<file path="src/rtl/gen_scheduler.sv">
// Game-of-Life generation sequencer for an 8x8 board: one cell per cycle through an external
// rule decoder, double-buffered so the display and outputs only ever see whole generations.
module gen_scheduler #(
  parameter bit          WRAP       = 1'b1,
  parameter int          PERIOD_W   = 16,
  parameter int          GEN_W      = 16,
  parameter logic [63:0] INIT_BOARD = 64'h0000_0000_0007_0402
) (
  input  logic                clk,
  input  logic                reset,
  input  logic                load_en,
  input  logic [2:0]          load_row,
  input  logic [7:0]          load_data,
  input  logic                step,
  input  logic                run,
  input  logic [PERIOD_W-1:0] period,
  input  logic [5:0]          disp_addr,
  output logic [7:0]          disp_bits,
  output logic                dec_center,
  output logic [7:0]          dec_sides,
  input  logic                dec_nexton,
  output logic                busy,
  output logic                gen_done,
  output logic [GEN_W-1:0]    gen_count,
  output logic                extinct,
  output logic                stable
);

  typedef enum logic [1:0] {
    S_IDLE   = 2'd0,
    S_EVAL   = 2'd1,
    S_COMMIT = 2'd2
  } state_e;

  state_e              state_q, state_d;
  logic [5:0]          idx_q, idx_d;
  logic [PERIOD_W-1:0] timer_q, timer_d;
  logic [GEN_W-1:0]    gen_q, gen_d;
  logic [63:0]         cur_q, cur_d;
  logic [63:0]         next_q, next_d;
  logic                busy_q, busy_d;
  logic                done_q, done_d;
  logic                ext_q, ext_d;
  logic                stab_q, stab_d;
  logic [2:0]          row_s, col_s;
  logic                disp_col_unused_s;

  // Offsets dr/dc are 2-bit two's complement (-1, 0, +1); the carry bits flag off-board cells.
  function automatic logic neighbour(input logic [63:0] b, input logic [2:0] r,
                                     input logic [2:0] c, input logic [1:0] dr,
                                     input logic [1:0] dc);
    logic [4:0] rr;
    logic [4:0] cc;
    rr = {2'b00, r} + {{3{dr[1]}}, dr};
    cc = {2'b00, c} + {{3{dc[1]}}, dc};
    if (WRAP || ((rr[4:3] == 2'b00) && (cc[4:3] == 2'b00))) begin
      neighbour = b[{rr[2:0], cc[2:0]}];
    end else begin
      neighbour = 1'b0;
    end
  endfunction

  assign row_s             = idx_q[5:3];
  assign col_s             = idx_q[2:0];
  assign disp_bits         = cur_q[{disp_addr[5:3], 3'b000} +: 8];
  assign disp_col_unused_s = ^disp_addr[2:0];

  assign busy      = busy_q;
  assign gen_done  = done_q;
  assign gen_count = gen_q;
  assign extinct   = ext_q;
  assign stable    = stab_q;

  always_comb begin
    dec_center = 1'b0;
    dec_sides  = 8'h00;
    if (state_q == S_EVAL) begin
      dec_center   = cur_q[idx_q];
      dec_sides[0] = neighbour(cur_q, row_s, col_s, 2'b11, 2'b00);
      dec_sides[1] = neighbour(cur_q, row_s, col_s, 2'b11, 2'b01);
      dec_sides[2] = neighbour(cur_q, row_s, col_s, 2'b00, 2'b01);
      dec_sides[3] = neighbour(cur_q, row_s, col_s, 2'b01, 2'b01);
      dec_sides[4] = neighbour(cur_q, row_s, col_s, 2'b01, 2'b00);
      dec_sides[5] = neighbour(cur_q, row_s, col_s, 2'b01, 2'b11);
      dec_sides[6] = neighbour(cur_q, row_s, col_s, 2'b00, 2'b11);
      dec_sides[7] = neighbour(cur_q, row_s, col_s, 2'b11, 2'b11);
    end else begin
      dec_center = 1'b0;
      dec_sides  = 8'h00;
    end
  end

  // In IDLE a load beats a start, and a start beats the free-run timer update.
  always_comb begin
    state_d = state_q;
    idx_d   = idx_q;
    timer_d = timer_q;
    gen_d   = gen_q;
    cur_d   = cur_q;
    next_d  = next_q;
    ext_d   = ext_q;
    stab_d  = stab_q;
    case (state_q)
      S_IDLE: begin
        if (load_en) begin
          cur_d[{load_row, 3'b000} +: 8] = load_data;
        end else if (step || (run && (timer_q == {PERIOD_W{1'b0}}))) begin
          idx_d   = 6'd0;
          state_d = S_EVAL;
        end else if (run) begin
          timer_d = timer_q - PERIOD_W'(1'b1);
        end else begin
          timer_d = period;
        end
      end
      S_EVAL: begin
        next_d[idx_q] = dec_nexton;
        if (idx_q == 6'd63) begin
          state_d = S_COMMIT;
        end else begin
          idx_d = idx_q + 6'd1;
        end
      end
      S_COMMIT: begin
        cur_d   = next_q;
        gen_d   = gen_q + GEN_W'(1'b1);
        stab_d  = (next_q == cur_q);
        ext_d   = (next_q == 64'd0);
        timer_d = period;
        state_d = S_IDLE;
      end
      default: begin
        state_d = S_IDLE;
      end
    endcase
    busy_d = (state_d != S_IDLE);
    done_d = (state_q == S_COMMIT);
  end

  always_ff @(posedge clk) begin
    if (reset) begin
      state_q <= S_IDLE;
      idx_q   <= 6'd0;
      timer_q <= period;
      gen_q   <= {GEN_W{1'b0}};
      cur_q   <= INIT_BOARD;
      next_q  <= INIT_BOARD;
      busy_q  <= 1'b0;
      done_q  <= 1'b0;
      ext_q   <= 1'b0;
      stab_q  <= 1'b0;
    end else begin
      state_q <= state_d;
      idx_q   <= idx_d;
      timer_q <= timer_d;
      gen_q   <= gen_d;
      cur_q   <= cur_d;
      next_q  <= next_d;
      busy_q  <= busy_d;
      done_q  <= done_d;
      ext_q   <= ext_d;
      stab_q  <= stab_d;
    end
  end

endmodule

</file>
<file path="config.mk">
export PLATFORM = sky130hd
export DESIGN_NAME = gen_scheduler
export DESIGN_NICKNAME = d
export VERILOG_FILES = /design/src/rtl/gen_scheduler.sv
export SDC_FILE = /design/constraint.sdc
export NUM_CORES = 1
export LEC_CHECK = 0
export CORE_MARGIN = 2
export CORE_UTILIZATION = 60
export CTS_CLUSTER_DIAMETER = 30
export DETAILED_ROUTE_END_ITERATION = 6
export PLACE_DENSITY = 0.87
export SETUP_SLACK_MARGIN = 0.1
export SLEW_MARGIN = 20
export SYNTH_ARGS = -nofsm -noshare
export SYNTH_HDL_FRONTEND = slang
export SYNTH_SLANG_ARGS = --single-unit
</file>
<file path="constraint.sdc">
create_clock -name clk -period 7.05 [get_ports clk]
set_input_delay 1.41 -clock clk [delete_from_list [all_inputs] [get_ports clk]]
set_output_delay 1.41 -clock clk [all_outputs]
set_load 0.02 [all_outputs]
</file>
# --- Yosys cells after proc, flatten, opt, wreduce, memory -nomap -nowiden ---
# Cells that the tools add are included.
totals:
  ff_bits: 172
  input_bits: 39
  word_cells: 93
op_classes:
  n_addsub: 8
  n_lt_le_gt_ge: 10
  n_eq_ne: 10
  n_shift: 3
  n_mux: 39
  reduce_logical: 13
op_table:
  columns: ["operator", "count"]
  rows:
  - ["bitwise mux 64 bit", 2]
  - ["case mux 64 bit (2 select lines)", 1]
  - ["equality test 64 bit", 1]
  - ["zero test 64 bit", 1]
  - ["2-to-1 mux 16 bit", 4]
  - ["2-to-1 mux 64 bit", 1]
  - ["variable shift 8 x 8 -> 64 bit (first input constant)", 1]
  - ["indexed part select 64 x 7 -> 8 bit", 1]
  - ["indexed part select 8 x 8 -> 64 bit", 1]
  - ["< comparator 6 x 7 -> 1 bit (second input constant)", 9]
  - ["binary-select mux 1 bit (select 6 bit)", 9]
  - ["case mux 16 bit (2 select lines)", 1]
  - ["2-to-1 mux 6 bit", 3]
  - ["adder 16 x 1 -> 16 bit (second input constant)", 1]
  - ["zero test 16 bit", 1]
  - ["subtractor 16 x 1 -> 16 bit (second input constant)", 1]
  - ["adder 3 x 1 -> 3 bit (second input constant)", 4]
  - ["case mux 6 bit (2 select lines)", 1]
  - ["2-to-1 mux 1 bit", 11]
  - ["2-to-1 mux 8 bit", 1]
  - ["!= test 2 bit (second input constant)", 4]
  - ["negation 6 -> 8 bit", 1]
  - ["adder 6 x 1 -> 6 bit (second input constant)", 1]
  - ["demux 1 bit (select 6 bit)", 1]
  - ["other kinds (15)", 21]

# --- Depth between registers and ports, before layout ---
# Gate-level depths: netlist of run 1.
depth:
  word_depth: 7
  depth_mapped: 13
  depth_no_buf: 9

# --- Worst setup path after synthesis of run 1 ---
# No wires, ideal clock.
synth_path:
  path_kind: "reg-to-output"
  start: "register idx_q[0]"
  end: "output dec_sides[7]"
  t_arrival_ns: 3.363
  setup_slack_ns: 2.277
  path_stages_with_launch: 12
  n_path_buf: 5
  cell_sequence: "dfxtp_1 -> buf_4 -> buf_4 -> inv_2 -> clkbuf_1 -> ha_1 -> buf_2 -> inv_2 -> buf_1 -> mux4_2 -> and3_1 -> nor4_1"
synth_between:
  elab_chain_len: 4
synth_lines:
  columns: ["item", "line_no", "text"]
  rows:
  - ["start, declared", "36", "logic [5:0] idx_q, idx_d;"]
  - ["start signal, assigned", "154", "idx_q <= idx_d;"]
  - ["adder 3 x 1 -> 3 bit", "55", "cc = {2'b00, c} + {{3{dc[1]}}, dc};"]
  - ["binary-select mux 1 bit (select 6 bit)", "57", "neighbour = b[{rr[2:0], cc[2:0]}];"]
  - ["2-to-1 mux 1 bit (implied by the code)", "57", null]
  - ["2-to-1 mux 8 bit", "77", "if (state_q == S_EVAL) begin"]
  - ["end, declared", "20", "output logic [7:0] dec_sides,"]
# Every way passes these cells. The select of a mux whose other input is x is not followed.

# --- Worst setup path in the final report of run 1 ---
layout_path:
  start: "register idx_q[1]"
  end: "output dec_sides[7]"
# The elaborated chain is that of the path after synthesis.

==> Flow_metrics.wiki, run 1 <==
{| class="wikitable"
! Metric !! Value
|-
| Outcome || completed
|-
| Via density per instance || 7.12
|-
| Register area || 0.00360 sq mm
|-
| Number of standard cells after synthesis || 1311
|-
| Clock network fraction of design power || 41.5%
|-
| Grt peak-use layer || met2
|-
| Clock skew after layout || 15.9 ps
|-
| VDD IR max || 160 uV
|-
| # setup viols final || 0
|-
| Measured slew at the worst slew-check pin || 1060 ps
|-
| Sum of negative setup slack || 0 ps
|-
| DP HPWL || 27100 um
|-
| Nets@finish || 1355
|-
| Global placement routability congestion || 1.04
|-
| Detail Route Antenna Nets || 0
|-
| Die outline area || 0.0199 sq mm
|-
| Peak Freq || 0.175 GHz
|-
| Clk sinks || 172
|-
| Worst setup SP type || register
|-
| Count of hold-fix buffers inserted at cts || 0
|-
| P per Cell Area || 177 mW/mm^2
|-
| Global route overflow || 0
|-
| Reg2Reg Capture Point || cur_q[17]
|-
| Req. time, crit path || 5640 ps
|-
| Total count of max-transition violations in the final report || 0
|-
| Number of top-level pins || 76
|-
| Number of H-tree levels || 4
|-
| Place WS || 1530 ps
|-
| DRC viols || 0
|-
| Clock Pin Slew Worst Setup and Hold Paths || 70 ps
|-
| Clk Latency, worst-skew pair || 440 ps
|-
| Drt wl/cell || 25.0 um
|-
| First-pass GRT wire length || 59100 um
|-
| Filler instances || 1505
|-
| TritonCTS clock tree || built
|-
| Wire length after detailed routing || 38800 um
|-
| Pin count of the biggest net entering global routing || 102
|-
| Met1 track utilization from global routing || 50.9%
|-
| Final Hold Vio Count || 0
|-
| Vias in the first global route || 10300
|-
| Int Pwr || 1.58 mW
|-
| Leakage component of the power || 4.57 nW
|-
| Top-area cell type share of the netlist area || 27.7%
|-
| Area of the core region || 0.0186 sq mm
|-
| Async SR Flop Fraction || 0%
|-
| Post-synthesis sequential area ratio || 32.0%
|-
| Count of unique library cells instantiated by Yosys || 68
|-
| Fraction of power consumed by sequential logic || 46.7%
|-
| Port Buf Inserts || 72
|-
| Number of flops mapped to enable cells by yosys || 16
|-
| Area taken by multi-input logic gates || 0.00712 sq mm
|-
| Top post-synthesis cells by area || sky130_fd_sc_hd__dfxtp_1, sky130_fd_sc_hd__mux4_2, sky130_fd_sc_hd__mux2i_1
|-
| Most frequent standard cell in the layout excluding fill and tap cells || sky130_fd_sc_hd__dfxtp_1
|-
| Average size of a mapped cell || 8.59 sq um
|-
| Element type at the critical path end || output port
|-
| Starting density of the core || 60.6%
|-
| Maximum buffer depth of the clock tree || 2
|-
| #FFs+latches synth || 172
|-
| Synthesis Warnings || 0
|-
| Path type of the worst setup path || register to output port
|-
| Proportion of layout cells with a drive suffix above 1 || 10.5%
|-
| Number of placement rows || 50
|-
| Met3 Use GR || 10.8%
|-
| Cell Area, Synth || 0.0113 sq mm
|-
| Global-route total usage across every layer || 39.2%
|-
| Width of the die || 141 um
|-
| HP Class || register to register
|-
| Met2 routing resource usage after global routing || 58.9%
|-
| Detailed router's first-iteration violation count || 1525
|-
| Fraction of power spent switching nets || 28.5%
|-
| Count of TritonRoute iterations in the first routing pass || 6
|-
| # Post-CTS Setup Buffers || 0
|-
| Worst-case setup margin in the final layout || 1330 ps
|-
| RSZ-0062 raised after global routing || no
|-
| Worst-path fanout max || 26
|-
| Minimum clock period || 5720 ps
|-
| Buffer cell driving the clock tree root || sky130_fd_sc_hd__clkbuf_16
|-
| End point of the most critical hold path || extinct
|-
| Inserted Clock Buffers || 17
|-
| Hold Path Stages || 2
|-
| Total number of vias || 11100
|-
| Share of total power in combinational logic || 11.8%
|-
| Tightest slew margin relative to the limit || 29.3%
|-
| Worst min-delay path startpoint || extinct
|-
| Max-cap violations || 0
|-
| Initial antenna violation count || 2
|-
| Crit path DAT || 4310 ps
|-
| Most used flip-flop cell after synthesis || sky130_fd_sc_hd__dfxtp_1
|-
| Launch point of the worst reg-to-reg path || state_q[0]
|-
| Syn-to-layout area delta || 11.1%
|-
| Post-CTS Resized || 0
|-
| Final clock period utilization by the worst path || 81.1%
|-
| Die boundary height || 141 um
|-
| Switching power summed over all nets || 0.630 mW
|-
| Hold WS || 479 ps
|-
| Cell taking the most area after synthesis || sky130_fd_sc_hd__dfxtp_1
|-
| Commonest non-fill, non-tap cells in the layout || sky130_fd_sc_hd__dfxtp_1, sky130_fd_sc_hd__nand2_1, sky130_fd_sc_hd__nor2_1
|-
| Depth of the worst register-to-register path || 6
|-
| Flop2flop setup slack || 3750 ps
|-
| Syn Nets || 1359
|-
| Post-layout total power || 2.21 mW
|}
Yosys cell counts, drive strengths merged (7+ instances only):
cell type / count
nor4: 38
edfxtp: 16
clkbuf: 77
a21oi: 76
nand4: 21
buf: 34
a311oi: 13
inv: 23
nand2: 149
nor2b: 8
a31oi: 8
nor2: 131
or3: 9
a22oi: 7
mux4: 49
mux2i: 83
mux2: 30
o21ai: 81
xnor2: 30
ha: 9
and3: 9
a211oi: 44
nand3: 78
xor2: 55
nor3: 20
dfxtp: 156
how the worst max path moves through the flow:
stage                            start            to  depth (start not counted)
after detailed placement  disp_addr[3]  disp_bits[4]                          4
after floorplan               idx_q[0]  dec_sides[7]                         11
after global routing          idx_q[1]  dec_sides[7]                         10
after global placement    disp_addr[3]  disp_bits[2]                          4
final                         idx_q[1]  dec_sides[7]                         10
after CTS                     idx_q[1]  dec_sides[3]                          9
sequential cells by signal, indices dropped and copies added (netlist names):
name,cells
extinct,1
gen_done,1
state_q,2
stable,1
busy,1
cur_q,64
idx_q,6
timer_q,16
gen_count,16
next_q,64
critical path: stages, from the launching register on:
cell and delay, ps:
sky130_fd_sc_hd__dfxtp_1 310, sky130_fd_sc_hd__buf_4 370, sky130_fd_sc_hd__inv_1 230, sky130_fd_sc_hd__ha_1 700, sky130_fd_sc_hd__inv_2 320, sky130_fd_sc_hd__mux4_1 420, sky130_fd_sc_hd__mux2i_1 100, sky130_fd_sc_hd__a211oi_1 440
sky130_fd_sc_hd__a21oi_1 120, sky130_fd_sc_hd__nor4_1 190, sky130_fd_sc_hd__clkdlybuf4s50_1 650
layer usage:
| metal | vias to the layer above | share of wire, % |
|---|---|---|
| li1 | 4793 | - |
| met1 | 5138 | 37 |
| met2 | 900 | 43 |
| met3 | 240 | 14 |
| met4 | 2 | 6.4 |
| met5 | - | 0.039 |
power by group through the flow:
stage                     logic (mW)  registers, mW  clock network, mW
after floorplan                0.180           1.04                  0
after global placement         0.247           1.05                  0
after detailed placement       0.252           1.05                  0
after CTS                      0.253           1.03              0.914
after global routing           0.275           1.03              0.959
final                          0.260           1.03              0.917
cell families (layout without fill, tap and decap cells):
kind of cell    Yosys count  after routing  synth area share [%]
simple gates            481            481                  19.9
compound gates          268            268                  14.8
flops                   172            172                  32.0
mux                     162            162                  20.4
buf+inv                 134            143                  5.09
xor+xnor                 85             85                  6.85
fa+ha+maj                 9              9                  1.00
other cells               0              1                     0
through the flow:
step,instance area [sq um],cells,utilization [%]
2_1_floorplan,11300,1311,-
3_3_place_gp,11900,1522,64.2
3_5_place_dp,11900,1522,64.2
4_1_cts,12500,1554,67.2
5_1_grt,12500,1555,67.3
6_report,12500,1555,67.3
layout make-up:
class	count	area share, %
Timing Repair Buffer	88	6.64
Sequential cell	172	28.8
Tap cell	234	2.34
Multi-Input combinational cell	1005	56.9
Antenna cell	1	0.0200
Clock buffer	17	3.40
Clock inverter	15	1.14
Inverter	23	0.690
Power figures use the tool's default switching activity.
==> inputs of run 2 (changes only) <==
==> constraint.sdc (replaced) <==
create_clock -name clk -period 6 [get_ports clk]
set_input_delay 1.2 -clock clk [delete_from_list [all_inputs] [get_ports clk]]
set_output_delay 1.2 -clock clk [all_outputs]
set_load 0.02 [all_outputs]
==> run 2 against run 1 <==
Effect of this change: the flow now finishes with violations (DRC); power rose by 22%; wire length decreased by 1.8%; flip-flop and latch count unchanged; critical endpoint is now dec_sides[2]; critical path depth unchanged.
==> Flow_metrics.wiki, run 2 (synthesized netlist as in run 1, its figures left out) <==
{| class="wikitable"
! Metric !! Value
|-
| Final Hold Vio Count || 0
|-
| Combined buffer and inverter count along the critical path || 3
|-
| Detailed router's first-iteration violation count || 2049
|-
| # setup viols final || 0
|-
| Number of placement rows || 50
|-
| Starting density of the core || 60.6%
|-
| Global route overflow || 0
|-
| Layout Cell Area excl Fill || 0.0126 sq mm
|-
| CP Cell Sequence || buf_4 > ha_1 > xor2_2 > buf_4 > mux4_2 > nand2_1 > nand4_1 > a2111oi_0 > a21oi_1 > clkdlybuf4s50_1
|-
| Via density per instance || 7.14
|-
| Sum of negative setup slack || 0 ps
|-
| Post-layout total power || 2.69 mW
|-
| Leakage component of the power || 4.61 nW
|-
| Commonest non-fill, non-tap cells in the layout || sky130_fd_sc_hd__dfxtp_1, sky130_fd_sc_hd__nand2_1, sky130_fd_sc_hd__nor2_1
|-
| Inserted Clock Buffers || 17
|-
| Peak Freq || 0.185 GHz
|-
| Proportion of layout cells with a drive suffix above 1 || 10.7%
|-
| Most common cell type on the critical path || sky130_fd_sc_hd__buf_4
|-
| Final clock period utilization by the worst path || 90.1%
|-
| Slowest cell on crit path || sky130_fd_sc_hd__clkdlybuf4s50_1
|-
| Number of H-tree levels || 4
|-
| DP HPWL || 26500 um
|-
| Drt wl/cell || 24.5 um
|-
| Buffer cell driving the clock tree root || sky130_fd_sc_hd__clkbuf_16
|-
| Die boundary height || 141 um
|-
| Count of antenna diodes in the layout || 0
|-
| Path type of the worst setup path || register to output port
|-
| Place WS || 1150 ps
|-
| Flop2flop setup slack || 2950 ps
|-
| Global placement routability congestion || 1.04
|-
| Syn-to-layout area delta || 11.6%
|-
| Wire length after detailed routing || 38100 um
|-
| Worst-path fanout max || 51
|-
| Count of hold-fix buffers inserted at cts || 0
|-
| Clk sinks || 172
|-
| Post-CTS Resized || 0
|-
| Leading registers by flop count || cur_q x64, next_q x64
|-
| Count of TritonRoute iterations in the first routing pass || 7
|-
| Cell area reported after detailed placement || 0.0119 sq mm
|-
| Total count of max-transition violations in the final report || 0
|-
| Count of non-filler cells in the finished layout || 1557
|-
| Max-cap violations || 0
|-
| Minimum clock period || 5400 ps
|-
| Maximum buffer depth of the clock tree || 2
|-
| Total number of vias || 11100
|-
| Vias in the first global route || 10600
|-
| Area of the core region || 0.0186 sq mm
|-
| VDD IR max || 159 uV
|-
| DRC viols || 1
|-
| TritonCTS clock tree || built
|-
| Die outline area || 0.0199 sq mm
|-
| Worst setup SP type || register
|-
| Nets@finish || 1358
|-
| Largest stage delay, worst path || 590 ps
|-
| Detail Route Antenna Nets || 0
|-
| Violations in the final reports || DRC
|-
| Inst Count DP || 1525
|-
| Width of the die || 141 um
|-
| Filler instances || 1405
|-
| Pin count of the biggest net entering global routing || 108
|-
| Tightest slew margin relative to the limit || 23.8%
|-
| Most frequent standard cell in the layout excluding fill and tap cells || sky130_fd_sc_hd__dfxtp_1
|-
| Port Buf Inserts || 72
|-
| Req. time, crit path || 4800 ps
|-
| # Post-CTS Setup Buffers || 0
|-
| Element type at the critical path end || output port
|-
| Clock skew after layout || 9.12 ps
|-
| Global-route total usage across every layer || 38.1%
|-
| Clock Pin Slew Worst Setup and Hold Paths || 70 ps
|-
| Clk Latency, worst-skew pair || 440 ps
|-
| Worst-case setup margin in the final layout || 595 ps
|-
| RSZ-0062 raised after global routing || no
|-
| Initial antenna violation count || 0
|-
| Cell family with most CP delay || buffers and inverters
|-
| Number of top-level pins || 76
|-
| Outcome || complete, but fails checks
|-
| Crit path DAT || 4200 ps
|-
| Util after Layout || 67.6%
|-
| Hold WS || 454 ps
|-
| Measured slew at the worst slew-check pin || 1140 ps
|-
| First-pass GRT wire length || 58100 um
|-
| P per Cell Area || 214 mW/mm^2
|-
| HP Class || register to register
|}
==> run 2: cell count changes in the layout (fill, tap and decap cells not counted), moves of 2 or more <==
cell                        previous run  this run
sky130_fd_sc_hd__buf_4                18        20
sky130_fd_sc_hd__bufinv_16             0         2
sky130_fd_sc_hd__clkbuf_8              0         2
sky130_fd_sc_hd__clkinv_2              2         0
sky130_fd_sc_hd__inv_6                 4         6
sky130_fd_sc_hd__inv_8                 5         2
==> run 2: final cells by class <==
class / instances / area, sq um / share of cell area [%]
Sequential cell: 172 / 3600 / 28.7
Clock buffer: 19 / 453 / 3.60
Timing Repair Buffer: 91 / 856 / 6.81
Tap cell: 234 / 293 / 2.33
Multi-Input combinational cell: 1005 / 7110 / 56.5
Clock inverter: 13 / 169 / 1.34
Inverter: 23 / 86.3 / 0.687
==> run 2: where the power goes <==
group	switching, mW	internal (mW)	leakage, nW
clock network	0.518	0.655	0.307
registers	0.0301	1.18	1.42
logic	0.181	0.123	2.89
total	0.729	1.96	4.61
==> run 2: worst min-delay path, delay by kind of cell (launching register included) <==
kind | cells | cell delay [ps]
and+or+nand+nor | 2 | 90
DFF | 1 | 320
==> run 2: final timing paths <==
| kind | cells past startpoint | to | start |
|---|---|---|---|
| max reg2reg | 5 | cur_q[38] | state_q[0] |
| max | 10 | dec_sides[2] | idx_q[0] |
| min | 2 | extinct | extinct |
| min reg2reg | 2 | extinct | extinct |
==> run 2: per-layer routing <==
metal / vias to the layer above / part of all wire (%) / global-route usage [%]
met4: 0 / 7.6 / 24.9
met3: 253 / 15 / 9.82
met2: 952 / 43 / 57.8
met1: 5098 / 34 / 48.3
met5: - / 0 / 1.00
li1: 4811 / - / -
